File: config.mk
export PLATFORM = sky130hd
export DESIGN_NAME = dac_wave_gen
export DESIGN_NICKNAME = d
export VERILOG_FILES = /design/src/rtl/dac_wave_gen.sv
export SDC_FILE = /design/constraint.sdc
export NUM_CORES = 1
export LEC_CHECK = 0
export ABC_AREA = 1
export ABC_CLOCK_PERIOD_IN_PS = 4300
export CAP_MARGIN = 10
export CORE_MARGIN = 1
export CORE_UTILIZATION = 34
export DETAILED_ROUTE_END_ITERATION = 6
export GPL_TIMING_DRIVEN = 0
export PLACE_DENSITY = 0.64
export SLEW_MARGIN = 20
export SYNTH_ARGS = -nofsm -noshare
export SYNTH_HDL_FRONTEND = slang
export SYNTH_SLANG_ARGS = --single-unit
File: constraint.sdc
create_clock -name clk -period 4.3 [get_ports clk]
set_input_delay 1.29 -clock clk [delete_from_list [all_inputs] [get_ports clk]]
set_output_delay 1.29 -clock clk [all_outputs]
set_load 0.02 [all_outputs]
File: src/rtl/dac_wave_gen.sv
// Phase-accumulator waveform source (ramp/triangle/square/const) feeding a DAC serializer
// over valid/ready. Define DAC_GEN_OFFSET_EN to add a saturating signed offset port.
module dac_wave_gen #(
  parameter int PHASE_W = 24,
  parameter int DATA_W  = 12
) (
  input  logic               clk,
  input  logic               reset,
  input  logic               enable,
  input  logic [1:0]         mode,
  input  logic [PHASE_W-1:0] step,
  input  logic [15:0]        rate_div,
  input  logic [DATA_W-1:0]  const_code,
`ifdef DAC_GEN_OFFSET_EN
  input  logic [DATA_W:0]    offset,
`endif
  output logic [DATA_W-1:0]  sample_data,
  output logic               sample_valid,
  input  logic               sample_ready,
  output logic               overrun,
  output logic               running
);

  localparam logic [1:0] ST_IDLE = 2'd0;
  localparam logic [1:0] ST_RUN  = 2'd1;
  localparam logic [1:0] ST_STOP = 2'd2;

  logic [1:0]         r_state;
  logic [PHASE_W-1:0] r_phase;
  logic [15:0]        r_div_cnt;
  logic [DATA_W-1:0]  r_data;
  logic               r_valid;
  logic               r_overrun;

  logic               w_tick;
  logic               w_load;
  logic               w_accept;
  logic [DATA_W-1:0]  w_p;
  logic [DATA_W-1:0]  w_code;
  logic [DATA_W-1:0]  w_code_out;

  // The exit cycle (enable low) never ticks, so leaving RUN cannot load a fresh sample.
  assign w_tick   = (r_state == ST_RUN) && enable && (r_div_cnt == 16'd0);
  assign w_load   = w_tick && (!r_valid || sample_ready);
  assign w_accept = r_valid && sample_ready;
  assign w_p      = r_phase[PHASE_W-1 -: DATA_W];

  // NOTE: every always_comb output gets a default first so no latch is inferred.
  always_comb begin
    w_code = const_code;
    case (mode)
      2'd0:    w_code = w_p;
      2'd1:    w_code = w_p[DATA_W-1] ? ~{w_p[DATA_W-2:0], 1'b0} : {w_p[DATA_W-2:0], 1'b0};
      2'd2:    w_code = {DATA_W{w_p[DATA_W-1]}};
      default: w_code = const_code;
    endcase
  end

`ifdef DAC_GEN_OFFSET_EN
  logic signed [DATA_W+1:0] w_sum;

  assign w_sum = $signed({2'b00, w_code}) + $signed({offset[DATA_W], offset});

  always_comb begin
    w_code_out = w_sum[DATA_W-1:0];
    if (w_sum[DATA_W+1])
      w_code_out = '0;
    else if (w_sum[DATA_W])
      w_code_out = '1;
  end
`else
  assign w_code_out = w_code;
`endif

  // NOTE: sequential state uses non-blocking assignments so all registers update together.
  always_ff @(posedge clk or negedge reset) begin
    if (!reset) begin
      r_state   <= ST_IDLE;
      r_phase   <= '0;
      r_div_cnt <= '0;
    end else begin
      case (r_state)
        ST_IDLE: begin
          r_phase   <= '0;
          r_div_cnt <= '0;
          if (enable)
            r_state <= ST_RUN;
        end
        ST_RUN: begin
          if (!enable) begin
            r_state <= (r_valid && !sample_ready) ? ST_STOP : ST_IDLE;
          end else if (w_tick) begin
            r_div_cnt <= rate_div;
            r_phase   <= r_phase + step;
          end else begin
            r_div_cnt <= r_div_cnt - 16'd1;
          end
        end
        ST_STOP: begin
          if (w_accept)
            r_state <= ST_IDLE;
        end
        default: r_state <= ST_IDLE;
      endcase
    end
  end

  // Accept and reload may coincide; a tick that finds a pending sample drops it.
  always_ff @(posedge clk or negedge reset) begin
    if (!reset) begin
      r_data    <= '0;
      r_valid   <= 1'b0;
      r_overrun <= 1'b0;
    end else begin
      if (w_load) begin
        r_data  <= w_code_out;
        r_valid <= 1'b1;
      end else if (w_accept) begin
        r_valid <= 1'b0;
      end

      if (r_state == ST_IDLE)
        r_overrun <= 1'b0;
      else if (w_tick && r_valid && !sample_ready)
        r_overrun <= 1'b1;
    end
  end

  assign sample_data  = r_data;
  assign sample_valid = r_valid;
  assign overrun      = r_overrun;
  assign running      = (r_state == ST_RUN);

endmodule

==> results.txt, run 1 <==
DP Cell Count - 994
Crit path max fanout - 4
Slew Viols, Final - 0
DIE AREA - 14,130 um2
WP data required - 4.48 ns
Routed WL - 13.03 mm
Main combinational cell family by area after synthesis - simple AND/OR/NAND/NOR gates
Final Non-Filler Cells - 1,000
Xor/xnor cell area share of the yosys netlist - 2.262%
Initial antenna violation count - 0
Pwr Density - 559.0 nW/um2
Clock Latency Late Sink - 0.30 ns
Clk slew on worst S/H paths - 0.07 ns
Share of Yosys cell area claimed by the top area cell type - 30.16%
Die height - 118.9 um
Post-CTS Resized - 0
TritonCTS clock tree - done
Remaining DRCs - 0
Post-Syn Instances - 745
Synth cell types - 39
Chip width - 118.9 um
Post-route clock period utilization - 69.99%
Synthesized area - 4646 um2
Least-Margin Pin Slew - 0.7901 ns
RSZ-0062 raised after global routing - no
Root buffer cell - clkbuf_16
Synth warn - 0
Slew headroom - 47.14%
Register area share after synthesis - 30.16%
Number of port buffers - 72
Io pins - 73
Largest net degree at the start of global routing - 43
Min Tclk post-route - 3.009 ns
Mux share of post-synthesis cell area - 0%
HPWL Detailed - 10.33 mm
Synth area leaders - dfrtp_1 (30%), nand2_1 (23%), inv_1 (8.2%)
Share of cells above drive strength 1 - 3.883%
Synth Area in Compound Gates - 11.37%
First-pass DRT Iterations - 5
FMAX - 332.3 MHz
Initial Utilization - 34.94%
CTS Buffer Depth - 2
Vias per cell - 4.801
Final nets - 909
Largest area contributor in the netlist - dfrtp_1
Mean Syn Cell Area - 6.236 um2
Antenna Violating Nets Remaining - 0
Top cell by count, worst path - nand2_1
Setup Viol. Count Final - 0
Routed len/inst - 13.03 um
Area growth, synth to finish - 23.97%
Vias - 4,801
Row count - 42
Number of global-route vias before repair - 4,373
Adder-cell share of the synthesized area - 7.164%
Critical Path AT - 3.19 ns
Grt total ovfl - 0
Num CTS Buffers - 5
Outcome - completed
DR iter-0 viols - 313
Clock sink count - 56
H-tree levels - 2
CP endpoint kind - register
Core area - 13,300 um2
Synth Register Bits - 56
Simple-gate share of the synthesized area - 39.08%
RePlAce Congestion - 0.8797
Ordered cell list for the critical path - clkdlybuf4s50_1 -> ha_1 -> fa_1 -> nand2_1 -> nand2_1 -> nand4_1 -> nand3_1 -> nand2_1 -> nand3b_1 -> nand3_1 -> nand2_1
Min-delay worst type - reg -> reg
Maxcap violations - 0
Peak per-stage delay on the critical path - 0.43 ns
All-Layer GR Usage - 19.16%
WHS - 0.4753 ns
Global-route wire length before repair - 21.67 mm
Hold buffers post-CTS - 0
Static leakage - 3.071 nW
Peak VDD IR - 0.0003288 V
CP Class - in -> reg
Setup_tns - 0 ns
Startpoint types - input pin
Syn_nets - 829
Setup bufs post-CTS - 0
Slowest library cell on the worst path - fa_1
Antenna Cells - 0
Setup Skew - 0.008436 ns
Final Hold Viols - 0
==> final timing paths <==
kind | startpoint | to | slack (ns) | cells after the start
max | step[0] | r_phase[16] | 1.29 | 11
min | sample_data[3] | sample_data[3] | 0.48 | 2
max reg2reg | r_phase[0] | r_phase[16] | 2.33 | 10
min reg2reg | sample_data[3] | sample_data[3] | 0.48 | 2
max in group asynchronous | reset | r_phase[10] | 2.95 | 2
min in group asynchronous | reset | r_phase[7] | 0.85 | 1
==> synthesized netlist by cell type (all sizes together) <==
cell	instances
a221oi	1
a22o	2
fa	1
o211ai	4
inv	106
nor3	4
clkbuf	3
a31oi	1
or2	2
o31ai	1
nand2	283
a21oi	34
xnor2	4
a211oi	2
nor2	82
o221ai	1
and2	3
nand3b	3
buf	9
nor3b	1
o2111ai	3
o21ai	43
nand4	8
xor2	8
ha	25
nand3	52
dfrtp	56
o22ai	3
==> cell usage in the layout, fill, tap and decap left out, drive strengths merged, types with 4 or more instances in the layout <==
master,n
xor2,8
ha,25
nor3,4
o211ai,4
buf,11
inv,106
clkdlybuf4s50,71
nand2,283
nand4,8
nand3,52
nor2,82
xnor2,4
a21oi,34
dfrtp,56
clkbuf,8
o21ai,43
==> worst max-delay path, delay by kind of cell <==
family	cells	cell delay [ns]
buffers and inverters	1	0.40
adders and majority gates	2	0.68
and+or+nand+nor	8	0.83
==> final cells by class <==
class	instances	area [um2]
Clock inverter	1	30.03
Inverter	106	397.9
Timing Repair Buffer	73	738.2
Clock buffer	5	125.1
Buffer	12	65.06
Tap cell	176	220.2
Multi-Input combinational cell	571	2781
Sequential cell	56	1401
Fill cell	1446	7536
==> routing by layer <==
layer / track usage, % / share of wire [%]
met5: 0 / 0
met4: 4.272 / 1.4
met3: 2.490 / 4.3
met2: 29.53 / 43
met1: 28.33 / 51
==> cells by family after synthesis <==
group | after synthesis
AO/OA/AOI/OAI | 95
XOR/XNOR | 12
adder cells (fa/ha/maj) | 26
buffers and inverters | 118
flip-flops | 56
AND/OR/NAND/NOR | 438
==> per-stage QoR <==
| stage | util, % | cell area (um2) | total power, mW | setup WS [ns] |
|---|---|---|---|---|
| detailed placement | 42.15 | 5604 | 2.760 | 0.9940 |
| finish | 43.32 | 5759 | 3.219 | 1.291 |
| global placement | 42.02 | 5587 | 2.737 | 0.001477 |
| CTS | 43.32 | 5759 | 3.229 | 1.304 |
| floorplan | - | 4646 | 2.211 | 1.671 |
| global route | 43.32 | 5759 | 3.531 | 1.162 |
==> power by group <==
part           switching (mW)  total [mW]  leakage [nW]  internal (mW)
clock network           0.186       0.455        0.0757          0.269
registers               0.164       0.879         0.758          0.715
logic                    1.17        1.89          2.24          0.715
==> flip-flops by register name (all words and copies together) (netlist names) <==
| signal | cells |
|---|---|
| r_state | 2 |
| overrun | 1 |
| sample_valid | 1 |
| r_phase | 24 |
| r_div_cnt | 16 |
| sample_data | 12 |
No activity file was read; power rests on OpenSTA's default activity.
==> run 2, diff against run 1 <==
ABC_CLOCK_PERIOD_IN_PS = 2910   (was 4300)
clock period = 2.91 ns   (was 4.3 ns; I/O delays follow)
==> results of run 2 <==
Same layout as run 1 (identical final DEF). Status: completed.
Among the figures that moved: setup slack after placement 0.9940 ns -> 0.02098 ns; setup slack after layout 1.291 ns -> 0.3175 ns; hold slack 0.4753 ns -> 0.4330 ns; register-to-register setup slack 2.33 ns -> 0.94 ns; total power 3.219 mW -> 4.757 mW; worst IR drop on VDD 0.0003288 V -> 0.0004859 V
